## config.mk

```make
export PLATFORM = sky130hd
export DESIGN_NAME = kv_cache_ctrl
export DESIGN_NICKNAME = d
export VERILOG_FILES = /design/src/rtl/kv_cache_pkg.sv /design/src/rtl/kv_cache_tagarray.sv /design/src/rtl/kv_cache_ctrl.sv
export SDC_FILE = /design/constraint.sdc
export NUM_CORES = 1
export LEC_CHECK = 0
export CAP_MARGIN = 40
export CORE_MARGIN = 1.5
export CORE_UTILIZATION = 25
export DETAILED_ROUTE_END_ITERATION = 7
export GPL_TIMING_DRIVEN = 0
export HOLD_SLACK_MARGIN = 0.03
export PLACE_DENSITY = 0.44
export SLEW_MARGIN = 40
export SYNTH_ARGS = -nofsm -noshare
export SYNTH_HDL_FRONTEND = slang
export SYNTH_HIERARCHICAL = 1
export SYNTH_SLANG_ARGS = --single-unit
```

## constraint.sdc

```tcl
create_clock -name i_clk -period 5.7 [get_ports i_clk]
set_clock_uncertainty 0.1 [all_clocks]
set_input_delay 1.71 -clock i_clk [delete_from_list [all_inputs] [get_ports i_clk]]
set_output_delay 1.71 -clock i_clk [all_outputs]
set_load 0.1 [all_outputs]
```

## src/rtl/kv_cache_pkg.sv

```systemverilog
// kv_cache_pkg: shared state encoding, width helpers and one-hot priority helper for the cache controller
package kv_cache_pkg;

    localparam int MAX_WAYS = 32;

    typedef enum logic [2:0] {
        IDLE,
        LOOKUP,
        MISS_REQ,
        MISS_WAIT,
        RESP,
        FLUSH
    } state_t;

    function automatic int index_width(input int way_num, input int line_num);
        return $clog2(line_num / way_num);
    endfunction

    function automatic int offset_width(input int line_bytes);
        return $clog2(line_bytes);
    endfunction

    function automatic int tag_width(input int addr_width, input int way_num, input int line_num, input int line_bytes);
        return addr_width - index_width(way_num, line_num) - offset_width(line_bytes);
    endfunction

    // Lowest set bit as one-hot; an empty vector selects bit n-1 (the top way).
    function automatic logic [MAX_WAYS-1:0] onehot_lowest(input logic [MAX_WAYS-1:0] v, input int unsigned n);
        return (v == '0) ? (MAX_WAYS'(1) << (n - 1)) : (v & (~v + MAX_WAYS'(1)));
    endfunction

endpackage

```

## src/rtl/kv_cache_tagarray.sv

```systemverilog
// kv_cache_tagarray: per-set tag storage plus valid bits with async clear, one read, one write and a set-clear port
module kv_cache_tagarray
    import kv_cache_pkg::*;
#(
    parameter int WAY_NUM = 4,
    parameter int SETS = 16,
    parameter int INDEX_WIDTH = 4,
    parameter int TAG_WIDTH = 24
) (
    input  logic                           clk,
    input  logic                           rst_n,
    input  logic [INDEX_WIDTH-1:0]         rd_index,
    output logic [WAY_NUM*TAG_WIDTH-1:0]   rd_tags,
    output logic [WAY_NUM-1:0]             rd_valid,
    input  logic                           we,
    input  logic [INDEX_WIDTH-1:0]         wr_index,
    input  logic [WAY_NUM-1:0]             wr_way,
    input  logic [TAG_WIDTH-1:0]           wr_tag,
    input  logic                           clr,
    input  logic [INDEX_WIDTH-1:0]         clr_index
);

    logic [TAG_WIDTH-1:0] tags [SETS][WAY_NUM];
    logic [WAY_NUM-1:0]   valid [SETS];

    always_ff @(posedge clk or negedge rst_n) begin
        if (!rst_n) begin
            for (int s = 0; s < SETS; s++) valid[s] <= '0;
        end else begin
            if (clr) valid[clr_index] <= '0;
            if (we) valid[wr_index] <= valid[wr_index] | wr_way;
        end
    end

    // Tags carry no reset; a line only counts once its valid bit is set.
    always_ff @(posedge clk) begin
        if (we) begin
            for (int w = 0; w < WAY_NUM; w++) if (wr_way[w]) tags[wr_index][w] <= wr_tag;
        end
    end

    always_comb begin
        rd_tags = '0;
        for (int w = 0; w < WAY_NUM; w++) rd_tags[w*TAG_WIDTH +: TAG_WIDTH] = tags[rd_index][w];
        rd_valid = valid[rd_index];
    end

endmodule

```

## src/rtl/kv_cache_ctrl.sv

```systemverilog
// kv_cache_ctrl: lookup / refill / flush sequencer for one set-associative cache with external LRU and data RAM
module kv_cache_ctrl
    import kv_cache_pkg::*;
#(
    parameter int WAY_NUM = 4,
    parameter int LINE_NUM = 64,
    parameter int ADDR_WIDTH = 32,
    parameter int LINE_BYTES = 16,
    localparam int SETS = LINE_NUM / WAY_NUM,
    localparam int INDEX_WIDTH = index_width(WAY_NUM, LINE_NUM),
    localparam int OFFSET_WIDTH = offset_width(LINE_BYTES),
    localparam int TAG_WIDTH = tag_width(ADDR_WIDTH, WAY_NUM, LINE_NUM, LINE_BYTES)
) (
    input  logic                   i_clk,
    input  logic                   i_rstn,
    input  logic                   i_req_valid,
    output logic                   o_req_ready,
    input  logic [ADDR_WIDTH-1:0]  i_req_addr,
    input  logic                   i_flush,
    output logic                   o_flush_done,
    output logic                   o_rsp_valid,
    output logic                   o_rsp_hit,
    output logic [WAY_NUM-1:0]     o_rsp_way,
    output logic [INDEX_WIDTH-1:0] o_lru_index,
    output logic [WAY_NUM-1:0]     o_lru_valid_way,
    output logic [WAY_NUM-1:0]     o_lru_hitway,
    input  logic [WAY_NUM-1:0]     i_lru_killmask,
    output logic                   o_mem_req_valid,
    input  logic                   i_mem_req_ready,
    output logic [ADDR_WIDTH-1:0]  o_mem_addr,
    input  logic                   i_mem_rsp_valid,
    output logic                   o_data_we,
    output logic [WAY_NUM-1:0]     o_data_way,
    output logic [INDEX_WIDTH-1:0] o_data_index
);

    state_t                       state, state_n;
    logic [TAG_WIDTH-1:0]         tag_q;
    logic [INDEX_WIDTH-1:0]       index_q, flush_cnt;
    logic [WAY_NUM-1:0]           way_q, hit_vec, rd_valid, free_ways;
    logic [WAY_NUM*TAG_WIDTH-1:0] rd_tags;
    logic [MAX_WAYS-1:0]          hit_wide, victim_wide;
    logic                         hit_q, clr, last_set, unused_bits;

    kv_cache_tagarray #(
        .WAY_NUM(WAY_NUM), .SETS(SETS), .INDEX_WIDTH(INDEX_WIDTH), .TAG_WIDTH(TAG_WIDTH)
    ) u_tags (
        .clk(i_clk), .rst_n(i_rstn),
        .rd_index(index_q), .rd_tags(rd_tags), .rd_valid(rd_valid),
        .we(o_data_we), .wr_index(index_q), .wr_way(way_q), .wr_tag(tag_q),
        .clr(clr), .clr_index(flush_cnt)
    );

    always_comb begin
        hit_vec = '0;
        for (int w = 0; w < WAY_NUM; w++) hit_vec[w] = rd_valid[w] && rd_tags[w*TAG_WIDTH +: TAG_WIDTH] == tag_q;
    end

    // Victim: lowest invalid way first, otherwise the LRU kill mask (empty mask falls to the top way).
    assign free_ways   = ~rd_valid;
    assign hit_wide    = onehot_lowest(MAX_WAYS'(hit_vec), WAY_NUM);
    assign victim_wide = onehot_lowest(MAX_WAYS'(|free_ways ? free_ways : i_lru_killmask), WAY_NUM);
    assign unused_bits = ^{i_req_addr[OFFSET_WIDTH-1:0], hit_wide[MAX_WAYS-1:WAY_NUM], victim_wide[MAX_WAYS-1:WAY_NUM]};
    assign last_set    = flush_cnt == INDEX_WIDTH'(SETS - 1);

    assign o_req_ready     = i_rstn && state == IDLE && !i_flush;
    assign o_lru_index     = index_q;
    assign o_lru_valid_way = rd_valid;
    assign o_lru_hitway    = o_rsp_valid ? way_q : '0;
    assign o_rsp_way       = o_rsp_valid ? way_q : '0;
    assign o_rsp_hit       = o_rsp_valid && hit_q;
    assign o_mem_addr      = {tag_q, index_q, {OFFSET_WIDTH{1'b0}}};
    assign o_data_way      = o_data_we ? way_q : '0;
    assign o_data_index    = index_q;

    always_ff @(posedge i_clk or negedge i_rstn) begin
        if (!i_rstn) state <= IDLE;
        else state <= state_n;
    end

    always_comb begin
        state_n         = state;
        o_mem_req_valid = 1'b0;
        o_data_we       = 1'b0;
        o_rsp_valid     = 1'b0;
        o_flush_done    = 1'b0;
        clr             = 1'b0;
        case (state)
            IDLE:      state_n = i_flush ? FLUSH : (i_req_valid ? LOOKUP : IDLE);
            LOOKUP:    state_n = |hit_vec ? RESP : MISS_REQ;
            MISS_REQ: begin
                o_mem_req_valid = 1'b1;
                state_n = i_mem_req_ready ? MISS_WAIT : MISS_REQ;
            end
            MISS_WAIT: begin
                o_data_we = i_mem_rsp_valid;
                state_n = i_mem_rsp_valid ? RESP : MISS_WAIT;
            end
            RESP: begin
                o_rsp_valid = 1'b1;
                state_n = IDLE;
            end
            FLUSH: begin
                clr = 1'b1;
                o_flush_done = last_set;
                state_n = last_set ? IDLE : FLUSH;
            end
            default:   state_n = IDLE;
        endcase
    end

    always_ff @(posedge i_clk or negedge i_rstn) begin
        if (!i_rstn) begin
            tag_q     <= '0;
            index_q   <= '0;
            way_q     <= '0;
            hit_q     <= 1'b0;
            flush_cnt <= '0;
        end else begin
            if (o_req_ready && i_req_valid) {tag_q, index_q} <= i_req_addr[ADDR_WIDTH-1:OFFSET_WIDTH];
            if (state == LOOKUP) begin
                hit_q <= |hit_vec;
                way_q <= |hit_vec ? hit_wide[WAY_NUM-1:0] : victim_wide[WAY_NUM-1:0];
            end
            if (clr) flush_cnt <= flush_cnt + INDEX_WIDTH'(1);
        end
    end

endmodule
```

After elaboration in Yosys (flattened, before gate mapping)
Memories as Yosys holds them, arrays and structs flattened.
Index checks and enable logic that the tools add are counted.
{"block": "classes", "n_reduce_logical": 16, "muxes": 40, "magnitude_cmp": 4, "eq_ne": 10, "n_bitwise": 10, "addsub": 3}
{"operator": "64-bit two-way mux", "n": 2}
{"operator": "24-bit equality test", "n": 4}
{"operator": "64-bit AND", "n": 1}
{"operator": "64-bit bitwise mux", "n": 1}
{"operator": "64-bit inverter", "n": 1}
{"operator": "4-bit two-way mux", "n": 10}
{"operator": "4-bit demux with 4-bit select", "n": 2}
{"operator": "32-bit zero test", "n": 1}
{"operator": "1-bit two-way mux", "n": 19}
{"operator": "4-bit binary-select mux with 4-bit select", "n": 1}
{"operator": "3-bit case mux with 5 select lines", "n": 1}
{"operator": "4-bit by 1-bit adder with 4-bit output, second input constant", "n": 3}
{"operator": "3-bit two-way mux", "n": 4}
{"operator": "4-bit inverter", "n": 3}
{"operator": "5-bit >= comparator, second input constant", "n": 2}
{"operator": "1-bit logical AND", "n": 10}
{"operator": "5-bit by 1-bit < comparator with 1-bit output, second input constant", "n": 2}
{"operator": "4-bit inverter with 5-bit output", "n": 2}
{"operator": "4-bit AND", "n": 2}
{"operator": "4-bit OR reduction", "n": 2}
{"operator": "3-bit by 2-bit equality test with 1-bit output, second input constant", "n": 2}
{"operator": "3-bit equality test, second input constant", "n": 2}
{"operator": "4-bit equality test, second input constant", "n": 1}
{"operator": "4-bit zero test", "n": 1}
{"operator": "4 further kinds", "n": 4}
{"block": "totals", "word_cells": 106, "input_bits": 42, "ram_bits": 1536, "register_bits": 104, "n_memories": 1, "output_inout_bits": 62}
{"memory": "u_tags.tags", "depth": 16, "width": 96, "read_ports": 1, "rd_clocked_by_memory_dff": 0, "write_ports": 1, "line_no": "kv_cache_tagarray.sv:23", "source": "logic [TAG_WIDTH-1:0] tags [SETS][WAY_NUM];"}

Depth between registers and ports, before layout
Gate-level depths: netlist (run 1).
{"block": "logic_depth", "word_depth": 12, "ltp_mapped": 11, "ltp_nobuf": 8}

By module
The synthesis (run 1) kept the hierarchy.
{"mod": "kv_cache_tagarray", "n_inst": 1, "seq_area_each_um2": 47725.8, "area_per_inst_um2": 61476.5, "cells_each": 2508}
{"mod": "kv_cache_ctrl", "n_inst": 1, "seq_area_each_um2": 1001.0, "area_per_inst_um2": 3234.4, "cells_each": 320}

Worst setup path before layout (run 1)
No wires, ideal clock.
{"block": "synth_path", "path_type": "input to output", "startpoint": "input i_mem_rsp_valid", "endpoint": "output o_data_way[0]", "arrival_time_ns": 4.191, "setup_slack_ns": -0.301, "n_path_buf": 0, "t_required_ns": 3.890, "path_stages": 3, "cell_sequence": "nand2_1 -> nor2_1 -> and2_1"}
{"block": "synth_between", "elab_chain_len": 2}
{"element": "from (decl)", "line_no": "kv_cache_ctrl.sv:31", "source": "input logic i_mem_rsp_valid,"}
{"element": "1-bit two-way mux", "line_no": "kv_cache_ctrl.sv:88", "source": "case (state)"}
{"element": "via o_data_we", "line_no": "kv_cache_ctrl.sv:32", "source": "output logic o_data_we,"}
{"element": "4-bit two-way mux", "line_no": "kv_cache_ctrl.sv:73", "source": "assign o_data_way = o_data_we ? way_q : '0;"}
{"element": "to (decl)", "line_no": "kv_cache_ctrl.sv:33", "source": "output logic [WAY_NUM-1:0] o_data_way,"}
The timed path passes the listed nets, and every way through them passes these cells.

Worst setup path in the final report (run 1)
{"block": "layout_path", "startpoint": "register index_q[0], in the netlist o_data_index[0]", "endpoint": "output o_lru_valid_way[1]"}
{"block": "layout_between", "elab_chain_len": 4}
{"element": "from (decl)", "line_no": "kv_cache_ctrl.sv:39", "source": "logic [INDEX_WIDTH-1:0] index_q, flush_cnt;"}
{"element": "from (signal assigned)", "line_no": "kv_cache_ctrl.sv:120", "source": "if (o_req_ready && i_req_valid) {tag_q, index_q} <= i_req_addr[ADDR_WIDTH-1:OFFSET_WIDTH];"}
{"element": "4-bit inverter with 5-bit output (not written as such)", "line_no": "kv_cache_tagarray.sv:45", "source": "rd_valid = valid[rd_index];"}
{"element": "4-bit binary-select mux with 4-bit select", "line_no": "kv_cache_tagarray.sv:45"}
{"element": "4-bit two-way mux (not written as such) (2 in series)", "line_no": "kv_cache_tagarray.sv:45"}
{"element": "to (decl)", "line_no": "kv_cache_ctrl.sv:25", "source": "output logic [WAY_NUM-1:0] o_lru_valid_way,"}
No other way between the ends. The select of a mux whose other input is x is not followed.

==> results.py, run 1 <==
metrics = {
    "run_status": {
        "status": "finished clean",
    },
    "clocking": {
        "cts_max_level": 4,
        "cts_root_buffer": "clkbuf_16",
        "cts_tree": "yes",
        "clkSlewWorstSetupHoldPaths_ns": 0.06,
        "clockBufferDepth": 3,
        "cts_buffers": 175,
        "insertion_delay_ns": 0.84,
        "clock-sinks": 1640,
    },
    "die": {
        "io_pins": 104,
        "die_width_um": 512,
        "core_area_sq_um": 257000,
        "start_util": 0.252,
        "fp.dieH_um": 512,
        "die_area_sq_um": 262000,
        "rows": 186,
    },
    "worst_setup_path": {
        "cp-end-kind": "output pin",
        "worstPathCellList": "buf_4 -> buf_6 -> buf_6 -> mux4_2 -> mux4_2 -> buf_4",
        "critPathMaxFanout": 10,
        "critPathLaunchType": "register",
        "crit_family": "multiplexers",
        "worst-setup-path-type": "reg2out",
        "path_buf_inv": 4,
        "max_stage_delay_ns": 0.68,
        "arrival_ns": 3.78,
        "critPathSlowestCell": "mux4_2",
        "crit_required_ns": 3.89,
    },
    "global_route": {
        "antenna_found_initial": 5,
        "grt_pass1_wl_um": 281000,
        "grt_pass1_vias": 32600,
        "grt_max_degree": 59,
        "grt.total_usage": 0.156,
        "grt-ovfl-total": 0,
    },
    "job": {
        "drv_cap": 0,
    },
    "sta": {
        "hold_violations": 0,
        "rsz0062_at_grt": "false",
        "period_needed_ns": 5.59,
        "drv_slew": 0,
        "setup_viol": 0,
        "worstMarginPinSlew_ns": 1.01,
        "max_slew_margin": 0.324,
        "period_share": 0.981,
        "max_freq_mhz": 179,
    },
    "power": {
        "vdd_drop_max_mv": 0.304,
        "p_leak_nw": 24.8,
        "total_power_mw": 41.2,
        "power.density_nw_per_um2": 521,
    },
    "final_layout": {
        "fin_cells": 6795,
        "areaGrowthSynthToFinish_pct": 22.3,
        "drive_above_1_share": 0.371,
        "final_nets": 3300,
    },
    "synth": {
        "async_flop_share": 0.0634,
        "ys.flop_type": "edfxtp_1",
        "syn_inst": 2828,
        "yosysWarnings": 6,
        "synth_area_per_cell_sq_um": 22.9,
        "synth_edf_count": 1536,
        "yosysSeqAreaShare": 0.753,
        "syn-cell-area_sq_um": 64700,
        "ys_seq_elements": 1640,
        "yosysUniqueCellTypes": 54,
    },
    "detailed_routing": {
        "vias": 31700,
        "viasPerCell": 4.67,
        "drc_errors": 0,
        "wl_per_cell_um": 30.2,
        "dr.first_iter.drc_count": 2851,
        "antenna_left": 0,
        "wl_um": 205000,
        "drt-pass1-iter-count": 7,
    },
    "place": {
        "hpwl_um": 142000,
        "port_buffers": 94,
        "dpl.cell_count": 6461,
        "gp_congestion": 0.826,
    },
    "min_path": {
        "hold_path.class": "reg2reg",
    },
}
==> layer usage <==
layer / vias up / global-route usage / wire (um)
met4: 0 / 0.0510 / 6360
met3: 235 / 0.0207 / 9230
met2: 973 / 0.266 / 104000
met1: 17600 / 0.203 / 86000
li1: 12900 / - / -
met5: - / 0 / 0
==> synthesized netlist by cell type (3+ instances only) <==
cell type	count	area [sq um]
nor3_1	5	25.0
a21oi_1	9	45.0
and3_1	11	68.8
xnor2_2	8	130
buf_6	47	529
buf_2	24	120
buf_1	12	45.0
o31ai_1	4	30.0
buf_4	31	233
a22oi_1	7	52.6
mux4_2	514	11600
nand4_1	21	131
and3b_1	4	35.0
nor2b_1	11	68.8
clkbuf_1	60	225
edfxtp_1	1536	46100
mux2_2	30	338
nor3b_1	3	22.5
nand2_1	68	255
mux2i_1	3	30.0
nor2_1	76	285
nor4_1	9	56.3
a22o_1	9	78.8
dfrtp_1	104	2600
nand3_1	26	130
o21ai_0	50	250
xor2_1	36	315
and2_1	12	75.1
xnor2_1	55	482
inv_1	6	22.5
o2bb2ai_1	8	70.1
==> worst paths after layout <==
check                           slack (ns)       startpoint            endpoint  cells after the start
worst max register to register        0.51  o_data_index[1]            state[2]                     11
max in group asynchronous             4.04           i_rstn           tag_q[22]                      3
worst min register to register        0.39            hit_q               hit_q                      1
worst max-delay path                  0.11  o_data_index[0]  o_lru_valid_way[1]                      6
min in group asynchronous             0.55           i_rstn            tag_q[1]                      1
worst min-delay path                  0.39            hit_q               hit_q                      1
==> metrics by stage <==
step           setup slack, ns   TNS, ns  hold slack (ns)  utilization  area [sq um]
2_1_floorplan            0.284         0            0.342            -         64700
3_3_place_gp             -4.24  -2208.10            0.382        0.272         69900
3_5_place_dp            -0.547     -4.25            0.384        0.286         73500
4_1_cts                0.00710         0            0.398        0.308         79100
5_1_grt                 0.0403         0            0.419        0.308         79100
6_report                 0.111         0            0.392        0.308         79100
==> logic make-up after synthesis <==
group / Yosys count / synth area share
AOI/OAI and AO/OA: 100 / 0.00990
and+or+nand+nor: 257 / 0.0192
other: 1 / 0.0000580
xor gates and xnor gates: 99 / 0.0143
buffers and inverters: 181 / 0.0184
adders and majority gates: 1 / 0.000193
DFF: 1640 / 0.753
muxes: 549 / 0.185
==> layout by cell type (no fill, tap or decap), types with 9 or more instances in the layout <==
| master | synthesis | routed |
|---|---|---|
| bufinv_16 | 0 | 11 |
| nand3_1 | 26 | 24 |
| buf_2 | 24 | 85 |
| clkbuf_2 | 0 | 39 |
| o21ai_0 | 50 | 50 |
| buf_8 | 1 | 58 |
| clkbuf_16 | 0 | 175 |
| clkdlybuf4s50_1 | 0 | 35 |
| buf_12 | 0 | 24 |
| nor4_1 | 9 | 9 |
| clkbuf_1 | 60 | 57 |
| nand4_1 | 21 | 21 |
| nor2_4 | 0 | 64 |
| a22o_1 | 9 | 9 |
| edfxtp_1 | 1536 | 1536 |
| clkinv_1 | 0 | 46 |
| xor2_1 | 36 | 36 |
| xnor2_1 | 55 | 55 |
| buf_4 | 31 | 39 |
| dfrtp_4 | 0 | 26 |
| and2_1 | 12 | 12 |
| mux2_2 | 30 | 30 |
| dfrtp_1 | 104 | 77 |
| mux4_2 | 514 | 514 |
| nor2_1 | 76 | 11 |
| nor2b_1 | 11 | 11 |
| clkinv_2 | 0 | 30 |
| and3_1 | 11 | 11 |
| a21oi_1 | 9 | 9 |
| buf_6 | 47 | 55 |
| nand2_1 | 68 | 67 |
| buf_16 | 0 | 67 |
==> state kept, by name, indices dropped and copies added (netlist names) <==
signal	flops
way_q	4
o_data_index	4
hit_q	1
u_tags/tags	1536
state	3
tag_q	24
flush_cnt	4
u_tags/valid	64
==> power by group <==
group / leakage, nW / internal [mW] / switching (mW)
registers: 15.2 / 15.1 / 1.11
clock network: 2.71 / 6.25 / 4.89
logic: 6.90 / 5.29 / 8.58
total: 24.8 / 26.6 / 14.6
==> area by class of cell <==
cell class / instances / area, sq um
Antenna cell: 5 / 12.5
Buffer: 175 / 1260
Clock buffer: 219 / 4590
Clock inverter: 107 / 960
Fill cell: 24600 / 178000
Inverter: 6 / 22.5
Multi-Input combinational cell: 1010 / 15300
Sequential cell: 1640 / 48800
Tap cell: 3384 / 4230
Timing Repair Buffer: 249 / 3910
==> what timing repair did <==
action                                  CTS  global route
setup buffers                             3             0
endpoints found under the setup margin   11             0
hold buffers                              0             0
resized for setup                        21             0
Note: power is estimated with default switching activity, not from simulation.
==> run 2: changes to the inputs <==
--- a/config.mk
+++ b/config.mk
@@ -8,6 +8,7 @@
 export CAP_MARGIN = 40
 export CORE_MARGIN = 1.5
 export CORE_UTILIZATION = 25
+export CTS_CLUSTER_DIAMETER = 40
 export DETAILED_ROUTE_END_ITERATION = 7
 export GPL_TIMING_DRIVEN = 0
 export HOLD_SLACK_MARGIN = 0.03
==> results.py, run 2 (same netlist as run 1, synthesis figures left out) <==
metrics = {
    "final_layout": {
        "multi_input_area_sq_um": 15300,
        "reg_top3": "u_tags/tags x1536, u_tags/valid x64, tag_q x24",
        "final_common_cell": "edfxtp_1",
        "fin_area_sq_um": 81700,
        "seq_area_sq_um": 48800,
        "final_nets": 3354,
        "fin_cells": 6904,
        "largest_reg_flops": 1536,
        "drive_above_1_share": 0.402,
        "fillerInstances": 24400,
        "final_cell_mix": "edfxtp_1, mux4_2, clkbuf_16, buf_2, dfrtp_1",
        "areaGrowthSynthToFinish_pct": 26.2,
        "top_register": "u_tags/tags",
    },
    "clocking": {
        "cts_hold_buf": 0,
        "insertion_delay_ns": 0.86,
        "clockBufferDepth": 3,
        "cts_root_buffer": "clkbuf_16",
        "clkSlewWorstSetupHoldPaths_ns": 0.05,
        "clock-sinks": 1640,
        "cts_buffers": 229,
        "cts_max_level": 4,
        "cts_tree": "yes",
    },
    "worst_setup_path": {
        "max_stage_delay_ns": 0.68,
        "worstPathCellList": "buf_4 -> buf_6 -> buf_6 -> mux4_2 -> mux4_2 -> buf_4",
        "reg2reg_from": "o_data_index[1]",
        "path_buf_inv": 4,
        "cp-end-kind": "output pin",
        "reg2reg_setup_slack_ns": 0.56,
        "critPathSlowestCell": "mux4_2",
        "critPathLaunchType": "register",
        "worst-setup-path-type": "reg2out",
        "worst-r2r-cell-count": 11,
        "crit_family": "multiplexers",
        "arrival_ns": 3.78,
        "crit_required_ns": 3.89,
        "critPathMaxFanout": 10,
        "r2r_end": "state[2]",
    },
    "sta": {
        "worstMarginPinSlew_ns": 0.914,
        "hold_violations": 0,
        "setup_viol": 0,
        "max_slew_margin": 0.388,
        "setup_tns_ns": 0,
        "drv_slew": 0,
        "rsz0062_at_grt": "false",
        "period_share": 0.981,
        "period_needed_ns": 5.59,
        "max_freq_mhz": 179,
        "timing.final.ws_setup_ns": 0.110,
    },
    "place": {
        "hpwl_um": 142000,
        "dpl.cell_count": 6461,
        "gp_congestion": 0.826,
        "postPlaceCellArea_sq_um": 73500,
        "port_buffers": 94,
        "pre_cts_ws_ns": -0.547,
    },
    "detailed_routing": {
        "vias": 32200,
        "dr.first_iter.drc_count": 2929,
        "drc_errors": 0,
        "antenna_left": 0,
        "viasPerCell": 4.66,
        "wl_um": 206000,
        "drt-pass1-iter-count": 6,
        "wl_per_cell_um": 29.9,
    },
    "die": {
        "core_area_sq_um": 257000,
        "fp.dieH_um": 512,
        "start_util": 0.252,
        "die_width_um": 512,
        "die_area_sq_um": 262000,
        "io_pins": 104,
        "rows": 186,
    },
    "power": {
        "switchingPower_mw": 15.4,
        "power.density_nw_per_um2": 550,
        "swShare": 0.344,
        "vdd_drop_max_mv": 0.341,
        "power_frac_clock": 0.330,
        "power_frac_seq": 0.361,
        "p_leak_nw": 26.1,
        "internal_power_mw": 29.5,
        "pwr-share-comb": 0.309,
    },
    "global_route": {
        "antenna_found_initial": 7,
        "grt.total_usage": 0.156,
        "grt_pass1_wl_um": 283000,
        "grt_pass1_vias": 33200,
        "grt-ovfl-total": 0,
        "grt_max_degree": 59,
    },
    "min_path": {
        "whs_path_depth": 1,
        "hold_path.class": "reg2reg",
        "holdPathEnd": "hit_q",
        "min_from": "hit_q",
    },
    "run_status": {
        "status": "finished clean",
    },
    "job": {
        "drv_cap": 0,
    },
}
## run 2: changes by cell type in the layout (fill, tap and decap cells not counted), sizes merged
cell | previous run | this run
clkbuf | 279 | 320
inv | 15 | 56
bufinv | 11 | 32
clkinvlp | 3 | 21
clkinv | 84 | 75
diode | 5 | 3
buf | 329 | 328
## run 2: how the worst max path moves through the flow
stage | start | endpoint | slack (ns) | depth (start not counted)
2_1_floorplan | i_mem_rsp_valid | o_data_way[0] | 0.28 | 3
3_3_place_gp | i_rstn | o_req_ready | -4.24 | 3
3_5_place_dp | o_data_index[1] | state[2] | -0.55 | 11
4_1_cts | o_data_index[0] | o_lru_valid_way[1] | -0.006 | 6
5_1_grt | o_data_index[0] | o_lru_valid_way[1] | 0.06 | 6
6_report | o_data_index[0] | o_lru_valid_way[1] | 0.11 | 6
## run 2: routing by layer
metal,wire [um],track usage,part of all wire,vias up
li1,-,-,-,13000
met1,86400,0.203,0.42,17900
met2,104000,0.267,0.51,972
met3,9090,0.0228,0.044,266
met4,6390,0.0512,0.031,0
met5,0,0,0,-
## run 2: cell type report
cell class              count  area share
clock inverters           178      0.0262
flip-flops and latches   1640       0.598
well taps                3384      0.0518
plain buffers             175      0.0156
inverters                   6    0.000276
clock buffers             259      0.0729
diodes                      3   0.0000919
multi-input cells        1010       0.187
repair buffers            249      0.0479
## run 2: what timing repair did
| action | CTS | global route |
|---|---|---|
| setup buffers | 3 | 0 |
| setup endpoints to repair | 11 | 0 |
| resized for setup | 24 | 0 |
| hold endpoints to repair | 0 | 0 |
## run 2: through the flow
step / hold WS (ns) / util / total power, mW
after floorplan: 0.342 / - / 24.6
after global placement: 0.382 / 0.272 / 30.3
after detailed placement: 0.384 / 0.286 / 30.6
after CTS: 0.397 / 0.318 / 45.6
after global routing: 0.418 / 0.318 / 46.4
final: 0.383 / 0.318 / 44.9
## run 2: power by group through the flow
stage | clock (mW) | combinational, mW | sequential [mW]
global placement | 0 | 12.6 | 17.7
CTS | 15.2 | 14.2 | 16.3
global route | 15.6 | 14.5 | 16.3
detailed placement | 0 | 14.1 | 16.5
floorplan | 0 | 7.49 | 17.1
finish | 14.8 | 13.9 | 16.2
